## config.mk

```make
export PLATFORM = sky130hd
export DESIGN_NAME = j1_uart_io
export DESIGN_NICKNAME = d
export VERILOG_FILES = /design/src/rtl/j1_io_pkg.sv /design/src/rtl/uart_fifo.sv /design/src/rtl/j1_uart_io.sv
export SDC_FILE = /design/constraint.sdc
export NUM_CORES = 1
export LEC_CHECK = 0
export CELL_PAD_IN_SITES_DETAIL_PLACEMENT = 0
export CELL_PAD_IN_SITES_GLOBAL_PLACEMENT = 2
export CORE_ASPECT_RATIO = 2
export CORE_UTILIZATION = 43
export CTS_CLUSTER_DIAMETER = 80
export CTS_CLUSTER_SIZE = 40
export DETAILED_ROUTE_END_ITERATION = 10
export PLACE_DENSITY = 0.85
export SKIP_LAST_GASP = 1
export SYNTH_ARGS = -nofsm -noshare
export SYNTH_HDL_FRONTEND = slang
export SYNTH_SLANG_ARGS = --single-unit
```

## constraint.sdc

```tcl
create_clock -name clk -period 5.05 [get_ports clk]
set_input_delay 0.7575 -clock clk [delete_from_list [all_inputs] [get_ports clk]]
set_output_delay 0.7575 -clock clk [all_outputs]
set_load 0.1 [all_outputs]
```

## src/rtl/j1_io_pkg.sv

```systemverilog
// Shared definitions for the j1 UART IO peripheral: bus select bits,
// STATUS/IE bit positions and the common serial FSM state encoding.
package j1_io_pkg;
   localparam int SEL_DATA   = 12;
   localparam int SEL_STATUS = 13;
   localparam int SEL_IE     = 14;

   localparam int STB_TX_NFULL  = 0;
   localparam int STB_RX_NEMPTY = 1;
   localparam int STB_TX_IDLE   = 2;
   localparam int STB_RXOVR     = 3;
   localparam int STB_FERR      = 4;
   localparam int STB_TXOVR     = 5;

   localparam int IE_RX_NEMPTY = 0;
   localparam int IE_TX_EMPTY  = 1;

   typedef enum logic [1:0] {
      S_IDLE  = 2'd0,
      S_START = 2'd1,
      S_DATA  = 2'd2,
      S_STOP  = 2'd3
   } uart_state_e;
endpackage

```

## src/rtl/uart_fifo.sv

```systemverilog
// Byte FIFO with a registered occupancy count; a push into a full FIFO is
// accepted only when a pop happens in the same cycle.
module uart_fifo #(
   parameter int WIDTH      = 8,
   parameter int DEPTH_BITS = 4
) (
   input  logic             clk,
   input  logic             resetq,
   input  logic             i_push,
   input  logic [WIDTH-1:0] i_data,
   input  logic             i_pop,
   output logic [WIDTH-1:0] o_head,
   output logic             o_full,
   output logic             o_empty
);
   localparam int DEPTH = 1 << DEPTH_BITS;

   logic [WIDTH-1:0]      r_mem [DEPTH];
   logic [DEPTH_BITS-1:0] r_wptr;
   logic [DEPTH_BITS-1:0] r_rptr;
   logic [DEPTH_BITS:0]   r_count;
   logic                  w_do_push;
   logic                  w_do_pop;

   // count tops out at exactly DEPTH, so its MSB alone flags full
   assign o_empty   = (r_count == '0);
   assign o_full    = r_count[DEPTH_BITS];
   assign o_head    = r_mem[r_rptr];
   assign w_do_pop  = i_pop & ~o_empty;
   assign w_do_push = i_push & (~o_full | w_do_pop);

   always_ff @(posedge clk) begin
      if (w_do_push) r_mem[r_wptr] <= i_data;
   end

   always_ff @(posedge clk or negedge resetq) begin
      if (!resetq) begin
         r_wptr  <= '0;
         r_rptr  <= '0;
         r_count <= '0;
      end else begin
         if (w_do_push) r_wptr <= r_wptr + DEPTH_BITS'(1);
         if (w_do_pop)  r_rptr <= r_rptr + DEPTH_BITS'(1);
         case ({w_do_push, w_do_pop})
            2'b10:   r_count <= r_count + (DEPTH_BITS+1)'(1);
            2'b01:   r_count <= r_count - (DEPTH_BITS+1)'(1);
            default: r_count <= r_count;
         endcase
      end
   end
endmodule

```

## src/rtl/j1_uart_io.sv

```systemverilog
// Memory-mapped 8N1 UART for the j1 IO bus: DATA/STATUS/IE registers,
// TX and RX byte FIFOs, serial FSMs and a registered level interrupt.
module j1_uart_io
   import j1_io_pkg::*;
#(
   parameter int CLKS_PER_BIT = 104,
   parameter int FIFO_BITS    = 4
) (
   input  logic        clk,
   input  logic        resetq,
   input  logic        io_rd,
   input  logic        io_wr,
   input  logic [31:0] io_addr,
   input  logic [31:0] io_dout,
   output logic [31:0] io_din,
   output logic        interrupt_request,
   input  logic        uart_rx,
   output logic        uart_tx
);
   localparam logic [15:0] CNT_LAST = 16'(CLKS_PER_BIT - 1);
   localparam logic [15:0] CNT_HALF = 16'(CLKS_PER_BIT / 2 - 1);

   logic        w_sel_data, w_sel_status, w_sel_ie;
   logic        w_tx_push, w_tx_pop, w_tx_full, w_tx_empty;
   logic        w_rx_push, w_rx_pop, w_rx_full, w_rx_empty;
   logic [7:0]  w_tx_head, w_rx_head;
   logic [31:0] w_status;
   logic        w_tx_bit_end, w_rx_bit_end, w_rx_stop_at;
   logic        w_rxovr_set, w_txovr_set, w_ferr_set, w_sts_wr;
   logic        w_unused_bits;

   uart_state_e r_tx_state, r_rx_state;
   logic [15:0] r_tx_cnt, r_rx_cnt;
   logic [2:0]  r_tx_bit, r_rx_bit;
   logic [7:0]  r_tx_shift, r_rx_shift;
   logic        r_uart_tx;
   logic        r_rx_s1, r_rx_s2, r_rx_s3, r_rx_brk;
   logic        r_rxovr, r_ferr, r_txovr;
   logic [1:0]  r_ie;
   logic        r_irq;

   assign w_sel_data   = io_addr[SEL_DATA];
   assign w_sel_status = io_addr[SEL_STATUS];
   assign w_sel_ie     = io_addr[SEL_IE];
   assign w_unused_bits = ^{io_addr[31:15], io_addr[11:0], io_dout[31:8]};

   assign w_tx_push = io_wr & w_sel_data;
   assign w_rx_pop  = io_rd & w_sel_data;
   assign w_sts_wr  = io_wr & w_sel_status;

   uart_fifo #(.WIDTH(8), .DEPTH_BITS(FIFO_BITS)) u_tx_fifo (
      .clk(clk), .resetq(resetq),
      .i_push(w_tx_push), .i_data(io_dout[7:0]), .i_pop(w_tx_pop),
      .o_head(w_tx_head), .o_full(w_tx_full), .o_empty(w_tx_empty)
   );

   uart_fifo #(.WIDTH(8), .DEPTH_BITS(FIFO_BITS)) u_rx_fifo (
      .clk(clk), .resetq(resetq),
      .i_push(w_rx_push), .i_data(r_rx_shift), .i_pop(w_rx_pop),
      .o_head(w_rx_head), .o_full(w_rx_full), .o_empty(w_rx_empty)
   );

   always_comb begin
      w_status                = '0;
      w_status[STB_TX_NFULL]  = ~w_tx_full;
      w_status[STB_RX_NEMPTY] = ~w_rx_empty;
      w_status[STB_TX_IDLE]   = w_tx_empty & (r_tx_state == S_IDLE);
      w_status[STB_RXOVR]     = r_rxovr;
      w_status[STB_FERR]      = r_ferr;
      w_status[STB_TXOVR]     = r_txovr;
   end

   // The CPU latches io_din on the same edge as io_rd, so this stays combinational
   always_comb begin
      io_din = '0;
      if (w_sel_data && !w_rx_empty) io_din = io_din | {24'b0, w_rx_head};
      if (w_sel_status)              io_din = io_din | w_status;
      if (w_sel_ie)                  io_din = io_din | {30'b0, r_ie};
   end

   assign w_tx_bit_end = (r_tx_cnt == CNT_LAST);
   assign w_tx_pop     = (r_tx_state == S_IDLE) & ~w_tx_empty;
   assign uart_tx      = r_uart_tx;

   always_ff @(posedge clk or negedge resetq) begin
      if (!resetq) begin
         r_tx_state <= S_IDLE;
         r_tx_cnt   <= '0;
         r_tx_bit   <= '0;
         r_uart_tx  <= 1'b1;
      end else begin
         case (r_tx_state)
            S_IDLE: if (!w_tx_empty) begin
               r_tx_state <= S_START;
               r_tx_cnt   <= '0;
               r_uart_tx  <= 1'b0;
            end
            S_START: if (w_tx_bit_end) begin
               r_tx_state <= S_DATA;
               r_tx_cnt   <= '0;
               r_tx_bit   <= '0;
               r_uart_tx  <= r_tx_shift[0];
            end else r_tx_cnt <= r_tx_cnt + 16'd1;
            S_DATA: if (w_tx_bit_end) begin
               r_tx_cnt <= '0;
               if (r_tx_bit == 3'd7) begin
                  r_tx_state <= S_STOP;
                  r_uart_tx  <= 1'b1;
               end else begin
                  r_tx_bit  <= r_tx_bit + 3'd1;
                  r_uart_tx <= r_tx_shift[1];
               end
            end else r_tx_cnt <= r_tx_cnt + 16'd1;
            S_STOP: if (w_tx_bit_end) begin
               r_tx_state <= S_IDLE;
               r_tx_cnt   <= '0;
            end else r_tx_cnt <= r_tx_cnt + 16'd1;
            default: r_tx_state <= S_IDLE;
         endcase
      end
   end

   // Shifter drops the sent bit at each data-bit boundary; bit 1 is the next to go
   always_ff @(posedge clk) begin
      if (w_tx_pop)                                  r_tx_shift <= w_tx_head;
      else if (r_tx_state == S_DATA && w_tx_bit_end) r_tx_shift <= {1'b0, r_tx_shift[7:1]};
   end

   always_ff @(posedge clk or negedge resetq) begin
      if (!resetq) begin
         r_rx_s1 <= 1'b1;
         r_rx_s2 <= 1'b1;
         r_rx_s3 <= 1'b1;
      end else begin
         r_rx_s1 <= uart_rx;
         r_rx_s2 <= r_rx_s1;
         r_rx_s3 <= r_rx_s2;
      end
   end

   assign w_rx_bit_end = (r_rx_cnt == CNT_LAST);
   assign w_rx_stop_at = (r_rx_state == S_STOP) & ~r_rx_brk & w_rx_bit_end;
   assign w_rx_push    = w_rx_stop_at & r_rx_s2;
   assign w_ferr_set   = w_rx_stop_at & ~r_rx_s2;

   // After a framing error, r_rx_brk parks the FSM in STOP until the line idles high
   always_ff @(posedge clk or negedge resetq) begin
      if (!resetq) begin
         r_rx_state <= S_IDLE;
         r_rx_cnt   <= '0;
         r_rx_bit   <= '0;
         r_rx_brk   <= 1'b0;
      end else begin
         case (r_rx_state)
            S_IDLE: if (r_rx_s3 && !r_rx_s2) begin
               r_rx_state <= S_START;
               r_rx_cnt   <= '0;
            end
            S_START: if (r_rx_cnt == CNT_HALF) begin
               r_rx_cnt   <= '0;
               r_rx_bit   <= '0;
               r_rx_state <= r_rx_s2 ? S_IDLE : S_DATA;
            end else r_rx_cnt <= r_rx_cnt + 16'd1;
            S_DATA: if (w_rx_bit_end) begin
               r_rx_cnt <= '0;
               if (r_rx_bit == 3'd7) r_rx_state <= S_STOP;
               else                  r_rx_bit   <= r_rx_bit + 3'd1;
            end else r_rx_cnt <= r_rx_cnt + 16'd1;
            S_STOP: if (r_rx_brk) begin
               if (r_rx_s2) begin
                  r_rx_brk   <= 1'b0;
                  r_rx_state <= S_IDLE;
               end
            end else if (w_rx_bit_end) begin
               r_rx_cnt <= '0;
               if (r_rx_s2) r_rx_state <= S_IDLE;
               else         r_rx_brk   <= 1'b1;
            end else r_rx_cnt <= r_rx_cnt + 16'd1;
            default: r_rx_state <= S_IDLE;
         endcase
      end
   end

   always_ff @(posedge clk) begin
      if (r_rx_state == S_DATA && w_rx_bit_end) r_rx_shift <= {r_rx_s2, r_rx_shift[7:1]};
   end

   assign w_rxovr_set = w_rx_push & w_rx_full & ~w_rx_pop;
   assign w_txovr_set = w_tx_push & w_tx_full & ~w_tx_pop;

   // Set events override a simultaneous write-1-to-clear
   always_ff @(posedge clk or negedge resetq) begin
      if (!resetq) begin
         r_rxovr <= 1'b0;
         r_ferr  <= 1'b0;
         r_txovr <= 1'b0;
         r_ie    <= '0;
         r_irq   <= 1'b0;
      end else begin
         r_rxovr <= w_rxovr_set | (r_rxovr & ~(w_sts_wr & io_dout[STB_RXOVR]));
         r_ferr  <= w_ferr_set  | (r_ferr  & ~(w_sts_wr & io_dout[STB_FERR]));
         r_txovr <= w_txovr_set | (r_txovr & ~(w_sts_wr & io_dout[STB_TXOVR]));
         if (io_wr && w_sel_ie) r_ie <= io_dout[1:0];
         r_irq <= (r_ie[IE_RX_NEMPTY] & ~w_rx_empty) | (r_ie[IE_TX_EMPTY] & w_tx_empty);
      end
   end

   assign interrupt_request = r_irq;
endmodule

```

==> flow_summary_export.csv, run 1 <==
group,metric,value,unit
routing,wirelength,30600,um
clock_network,cts_resized,0,
clock_network,cts_buffers,13,
global_route,track_usage,0.178,
clock_network,clk_latency,0.52,ns
critical_path,r2r_slack,0.78,ns
synth,ys_async_sr_fraction,0.225,
critical_path,cp.arrival,4.72,ns
synth,syn-instance-count,973,
die,die_area,36000,um2
routing,drtIter0Drc,518,
clock_network,cts_max_level,1,
die,initial_core_util,0.439,
clock_network,clk_pin_slew,0.14,ns
routing,wire_per_inst,21.3,um
run_status,outcome,"completed",
power_and_ir_drop,finalPower,0.00539,W
critical_path,rr_worst_depth,12,
place,port_buffers,25,
place,pre_cts_ws,0.758,ns
layout,antenna-diode-count,0,
timing,slew_viol_final,0,
place,placed_cells,1414,
global_route,grt_first_pass_wirelength,47600,um
layout,fin_cells,1435,
routing,first_pass_iters,4,
die,coreArea,34500,um2
critical_path,max_stage_delay,0.76,ns
layout,syn_to_final_growth,7.31,%
synth,synth_area,15100,um2
timing,tns,0,ns
clock_network,clock_path_buffers,3,
power_and_ir_drop,power.static_leakage,5.56,nW
synth,synth_top_area_cell,"edfxtp_1",
flow_run,drv_cap,0,
clock_network,cts-root-buf,"clkbuf_16",
critical_path,timing.rr.start,"r_rx_cnt[12]",
critical_path,cp-start-kind,"register",
synth,ys_seq_area_frac,0.671,
routing,vias,8080,
synth,synth_most_common_cell,"edfxtp_1",
global_route,overflow,0,
synth,syn_area_per_cell,15.5,um2
clock_network,post_cts_buffers,0,
critical_path,cp.buffers_inverters,1,
layout,layout-drive-gt1-share,0.149,
layout,regArea,10200,um2
synth,synth_seq_cells,351,
clock_network,clock-sinks,351,
place,gp_congestion,0.766,
timing,maxClockFrequency,234,MHz
critical_path,rr_endpoint,"u_rx_fifo.r_count[4]",
timing,hold_viol,0,
timing,setup_violations,0,
global_route,grt_pass1_vias,8331,
place,hpwl,21200,um
timing,rsz0062_at_grt,"no",
timing,worst_pin_slew,1.17,ns
critical_path,worstPathCellList,"or4_1 > or4_1 > nor4_4 > inv_2 > ha_1 > xor2_1 > ha_1 > o21a_1 > o221ai_1 > nand3_1 > a21oi_1 > xor2_1",
critical_path,crit_type,"register to register",
die,row_count,96,
critical_path,worstPathRequired,5.50,ns
synth,synthDistinctLibCells,59,
timing,fin_crit_sh,0.846,
synth,synth_edf_count,272,
layout,nets,1087,
global_route,grt_max_degree,47,
critical_path,crit_family,"simple AND/OR/NAND/NOR gates",
critical_path,crit_path_end_kind,"register",
clock_network,cts_tree,"done",
global_route,grt_antenna_before_repair,2,
layout,final_cell_area,16200,um2
clock_network,ctsHoldBuffers,0,
timing,max_slew_margin,0.212,
power_and_ir_drop,powerDensity,332,nW/um2
layout,fill_cells,2954,
synth,ys_warn_count,0,
critical_path,slowest_stage,"or4_1",
die,die_w,135,um
critical_path,critPathMaxFanout,11,
hold_path,hold_class,"input pin to asynchronous set/reset pin",
timing,min_period,4.27,ns
synth,synth-main-ff-cell,"edfxtp_1",
die,fp.dieH,267,um
power_and_ir_drop,ir_drop,0.000321,V
routing,avgViaCountPerCell,5.63,
place,place_area,15800,um2
synth,synthTopCellsByCount,"edfxtp_1 (272), dfrtp_1 (75), mux4_2 (66), nand2_1 (65), o21ai_0 (47)",
synth,synth_top_cell_area_share,0.540,
routing,antenna_left,0,
routing,drcViolationCount,0,
synth,synthTopCellsByArea,"edfxtp_1 (54%), dfrtp_1 (12%), mux4_2 (9.8%)",
timing,setup_ws,0.778,ns
timing,fin_skew,0.0276,ns
die,io_pins,103,
layout,multi_input_area,4600,um2
[flip-flops by register name, summed over array words and instances (netlist names), 2 cells and up, named ones only]
name / cells
u_tx_fifo.r_count: 5
u_tx_fifo.r_wptr: 4
r_tx_shift: 8
u_rx_fifo.r_count: 5
u_tx_fifo.r_mem: 128
r_tx_cnt: 16
r_tx_bit: 3
u_rx_fifo.r_wptr: 4
r_tx_state: 2
r_rx_bit: 3
u_tx_fifo.r_rptr: 4
u_rx_fifo.r_rptr: 4
r_rx_cnt: 16
r_ie: 2
u_rx_fifo.r_mem: 128
r_rx_shift: 8
[cell usage in the layout (no fill, tap or decap), types with 4 or more instances in the layout]
cell and instances:
nand2_1 65, o21ai_0 47, mux4_2 66, buf_4 34, nor2_1 35, nand4_1 14
and2_1 11, conb_1 24, a211oi_1 8, nor4_1 15, clkbuf_16 13, xnor2_1 16
edfxtp_1 272, a22oi_1 5, nor3_1 10, mux2_2 18, inv_1 28, o311ai_0 7
clkdlybuf4s50_1 16, and3_1 10, clkbuf_1 5, a21oi_1 21, ha_1 29, mux2i_1 16
nand3_1 24, a21o_1 7, or4_1 6, a31oi_1 29, a22o_1 9, nor2b_1 6
dfstp_2 4, xor2_1 8, dfrtp_1 73
[area by class of cell]
class | instances | share of cell area
timing repair buffer | 50 | 0.0256
multi-input combinational | 543 | 0.283
inverter | 29 | 0.00670
clock inverter | 3 | 0.00378
tap | 441 | 0.0340
clock buffer | 18 | 0.0212
sequential | 351 | 0.625
[how the worst max path moves through the flow]
stage                        startpoint                   end  slack (ns)  depth (start not counted)
finish                     r_rx_cnt[12]  u_rx_fifo.r_count[4]        0.78                         12
global route               r_rx_cnt[12]  u_rx_fifo.r_count[4]        0.48                         12
CTS                        r_rx_cnt[12]  u_rx_fifo.r_count[4]        0.74                         12
detailed placement         r_rx_cnt[12]  u_rx_fifo.r_count[4]        0.76                         12
global placement           r_rx_cnt[12]  u_rx_fifo.r_count[4]        0.84                         12
floorplan           u_rx_fifo.r_rptr[0]             io_din[6]        0.36                          6
[worst reg2reg max path: stages, from the launching register on]
cell and delay [ns]:
dfrtp_1 0.47, or4_1 0.58, or4_1 0.76, nor4_4 0.57, inv_2 0.20, ha_1 0.37
xor2_1 0.19, ha_1 0.23, o21a_1 0.17, o221ai_1 0.20, nand3_1 0.11, a21oi_1 0.18
xor2_1 0.16
[layer usage]
metal / up-vias / share of wire / GRT usage
li1: 3748 / - / -
met5: - / 0.00098 / 0
met1: 4142 / 0.37 / 0.192
met3: 44 / 0.029 / 0.0191
met2: 142 / 0.57 / 0.346
met4: 4 / 0.032 / 0.0674
[power by group]
| part | switching [W] | leakage, nW | internal (W) |
|---|---|---|---|
| registers | 0.000138 | 3.45 | 0.00321 |
| clock network | 0.000866 | 0.193 | 0.000517 |
| logic | 0.000431 | 1.91 | 0.000227 |
[cell families (layout without fill, tap and decap cells)]
logic type	after synthesis	after routing	synth area share
flip-flops	351	351	0.671
AND/OR/NAND/NOR	212	212	0.0715
multiplexers	100	100	0.122
adder cells (fa/ha/maj)	30	30	0.0253
XOR/XNOR	24	24	0.0139
buffers and inverters	102	100	0.0315
other	1	24	0.000248
AO/OA/AOI/OAI	153	153	0.0645
[stage by stage]
step	utilization	hold WS, ns
final	0.471	0.238
after global routing	0.471	0.275
after CTS	0.471	0.249
after detailed placement	0.459	0.348
after global placement	0.459	0.346
after floorplan	-	0.345
Note: power is estimated with default switching activity, not from simulation.
==> run 2: changes to the inputs <==
CORE_UTILIZATION = 39   (was 43)
PLACE_DENSITY = 0.82   (was 0.85)
clock period = 3.5 ns   (was 5.05 ns; I/O delays follow)
==> run 2 against run 1 <==
Net effect:
- combinational power rose by 60%
- sequential share of layout area fell by 1.9 points
- core utilization fell by 3.1 points
- highest routed layer unchanged
- sequential cell count is the same
- first-iteration DRC count grew 17%
- hold slack worse by 0.24 ns
==> flow_summary_export.csv, run 2 (same netlist as run 1, synthesis figures left out) <==
group,metric,value,unit
die,initial_core_util,0.398,
global_route,grt_first_pass_wirelength,49900,um
clock_network,cts-root-buf,"clkbuf_16",
routing,antenna_left,0,
global_route,grt_max_degree,43,
timing,setup_ws,0.156,ns
layout,regArea,10200,um2
die,fp.dieH,281,um
power_and_ir_drop,switchingPower,0.00211,W
critical_path,worstPathCellList,"buf_12 > mux4_2 > mux2_2 > a21oi_1 > o21ai_2 > buf_12",
layout,fin_cells,1540,
clock_network,clock-sinks,351,
place,placed_cells,1520,
global_route,track_usage,0.168,
layout,final_cell_mix,"edfxtp_1 (272), dfrtp_1 (73), mux4_2 (66), nand2_1 (65), buf_4 (56)",
clock_network,cts_tree,"done",
critical_path,slowest_stage,"dfrtp_4",
timing,slew_viol_final,0,
layout,final_core_utilization,0.440,
global_route,overflow,0,
power_and_ir_drop,ir_drop,0.000302,V
flow_run,drv_cap,0,
critical_path,cp.arrival,2.82,ns
critical_path,worstPathRequired,2.97,ns
layout,fill_cells,3336,
clock_network,cts_max_level,1,
place,place_area,16400,um2
critical_path,crit_family,"multiplexers",
power_and_ir_drop,p_sw_frac,0.268,
place,port_buffers,25,
power_and_ir_drop,p_comb_frac,0.133,
layout,multi_input_area,4660,um2
die,die_area,39600,um2
layout,nets,1119,
die,row_count,101,
timing,fin_skew,0.0300,ns
critical_path,crit_type,"register to primary output",
timing,maxClockFrequency,299,MHz
place,hpwl,22500,um
timing,fin_crit_sh,0.955,
layout,layout_commonest_cell,"edfxtp_1",
layout,reg_top3,"u_rx_fifo.r_mem (128), u_tx_fifo.r_mem (128)",
critical_path,max_stage_delay,0.59,ns
global_route,grt_antenna_before_repair,1,
routing,first_pass_iters,6,
timing,min_period,3.34,ns
routing,drtIter0Drc,605,
place,gp_congestion,0.767,
power_and_ir_drop,clockPowerShare,0.254,
clock_network,clk_latency,0.52,ns
layout,antenna-diode-count,0,
global_route,grt_pass1_vias,8627,
critical_path,critPathMaxFanout,15,
clock_network,ctsHoldBuffers,0,
hold_path,hold_class,"input pin to asynchronous set/reset pin",
timing,max_slew_margin,0.189,
layout,final_cell_area,16700,um2
place,pre_cts_ws,0.181,ns
routing,avgViaCountPerCell,5.28,
power_and_ir_drop,powerDensity,469,nW/um2
timing,setup_violations,0,
die,coreArea,38000,um2
critical_path,critPathMostFrequentCell,"buf_12",
run_status,outcome,"completed",
critical_path,cp-start-kind,"register",
clock_network,cts_buffers,13,
routing,wire_per_inst,20.8,um
timing,hold_viol,0,
critical_path,cp.buffers_inverters,2,
routing,drcViolationCount,0,
die,io_pins,103,
routing,vias,8135,
layout,layout-drive-gt1-share,0.186,
timing,worst_pin_slew,1.21,ns
routing,wirelength,32000,um
power_and_ir_drop,p_int,0.00575,W
clock_network,clk_pin_slew,0.15,ns
power_and_ir_drop,power.static_leakage,5.76,nW
power_and_ir_drop,p_seq_frac,0.612,
clock_network,clock_path_buffers,3,
layout,syn_to_final_growth,10.7,%
timing,rsz0062_at_grt,"no",
die,die_w,141,um
power_and_ir_drop,finalPower,0.00786,W
critical_path,crit_path_end_kind,"primary output",
==> run 2: cell types whose count changed in the layout (fill, tap and decap cells not counted), moves of 2 or more <==
cell,before,now
o21ai_2,0,4
buf_12,0,11
buf_4,34,56
ha_1,29,27
a211oi_1,8,6
o21ai_0,47,42
==> run 2: power groups by stage <==
| stage | sequential (W) | clock (W) | combinational [W] |
|---|---|---|---|
| 2_1_floorplan | 0.00483 | 0 | 0.000802 |
| 3_3_place_gp | 0.00490 | 0 | 0.00102 |
| 3_5_place_dp | 0.00490 | 0 | 0.00106 |
| 4_1_cts | 0.00481 | 0.00206 | 0.00106 |
| 5_1_grt | 0.00484 | 0.00218 | 0.00114 |
| 6_report | 0.00481 | 0.00200 | 0.00105 |
==> run 2: layout make-up <==
cell class	count	share of cell area
sequential	351	0.606
multi-input combinational	543	0.278
timing repair buffer	82	0.0472
tap	515	0.0385
clock buffer	17	0.0203
inverter	29	0.00650
clock inverter	3	0.00306
==> run 2: worst register-to-register path, stage by stage (launching register included) <==
cell and delay, ns:
dfrtp_1 0.43, or4_1 0.53, or4_1 0.62, nor4_4 0.21, inv_2 0.09, ha_4 0.21, xor2_1 0.16, ha_2 0.21
a21boi_2 0.16, o221ai_2 0.11, a21o_1 0.18, a21oi_2 0.14, xor2_1 0.14
==> run 2: routing by layer <==
metal  GRT usage  part of all wire  vias to the layer above
li1            -                 -                     3810
met1       0.181              0.37                     4143
met5           0           0.00053                        -
met3      0.0155             0.029                       38
met2       0.336              0.58                      142
met4      0.0549             0.025                        2
==> run 2: path summary, 6_finish.rpt <==
path / startpoint / to / slack (ns) / cells past startpoint
min: resetq / r_tx_bit[1] / 0.001 / 1
max in group asynchronous: resetq / r_rx_s1 / 2.77 / 2
max: u_rx_fifo.r_rptr[0] / io_din[4] / 0.16 / 6
min reg2reg: r_rx_s1 / r_rx_s2 / 0.36 / 0
max reg2reg: r_rx_cnt[9] / u_rx_fifo.r_count[4] / 0.27 / 12
min in group clk: r_rx_s1 / r_rx_s2 / 0.36 / 0
==> run 2: timing repair <==
item / 4_1_cts / 5_1_grt
hold endpoints to repair: 0 / 0
endpoints found under the setup margin: 0 / 6
setup buffers: 0 / 0
resized for setup: 0 / 1
==> run 2: per-stage QoR <==
stage / hold slack [ns] / setup TNS (ns)
after floorplan: 0.229 / -0.00899
after global placement: 0.347 / 0
after detailed placement: 0.349 / 0
after CTS: 0.0173 / 0
after global routing: 0.0298 / 0
final: 0.000984 / 0
==> run 3: changes to the inputs <==
SLEW_MARGIN = 0   (was not set)
==> results of run 3 <==
Same layout as run 2: the final DEF is identical, and so are final timing and power.
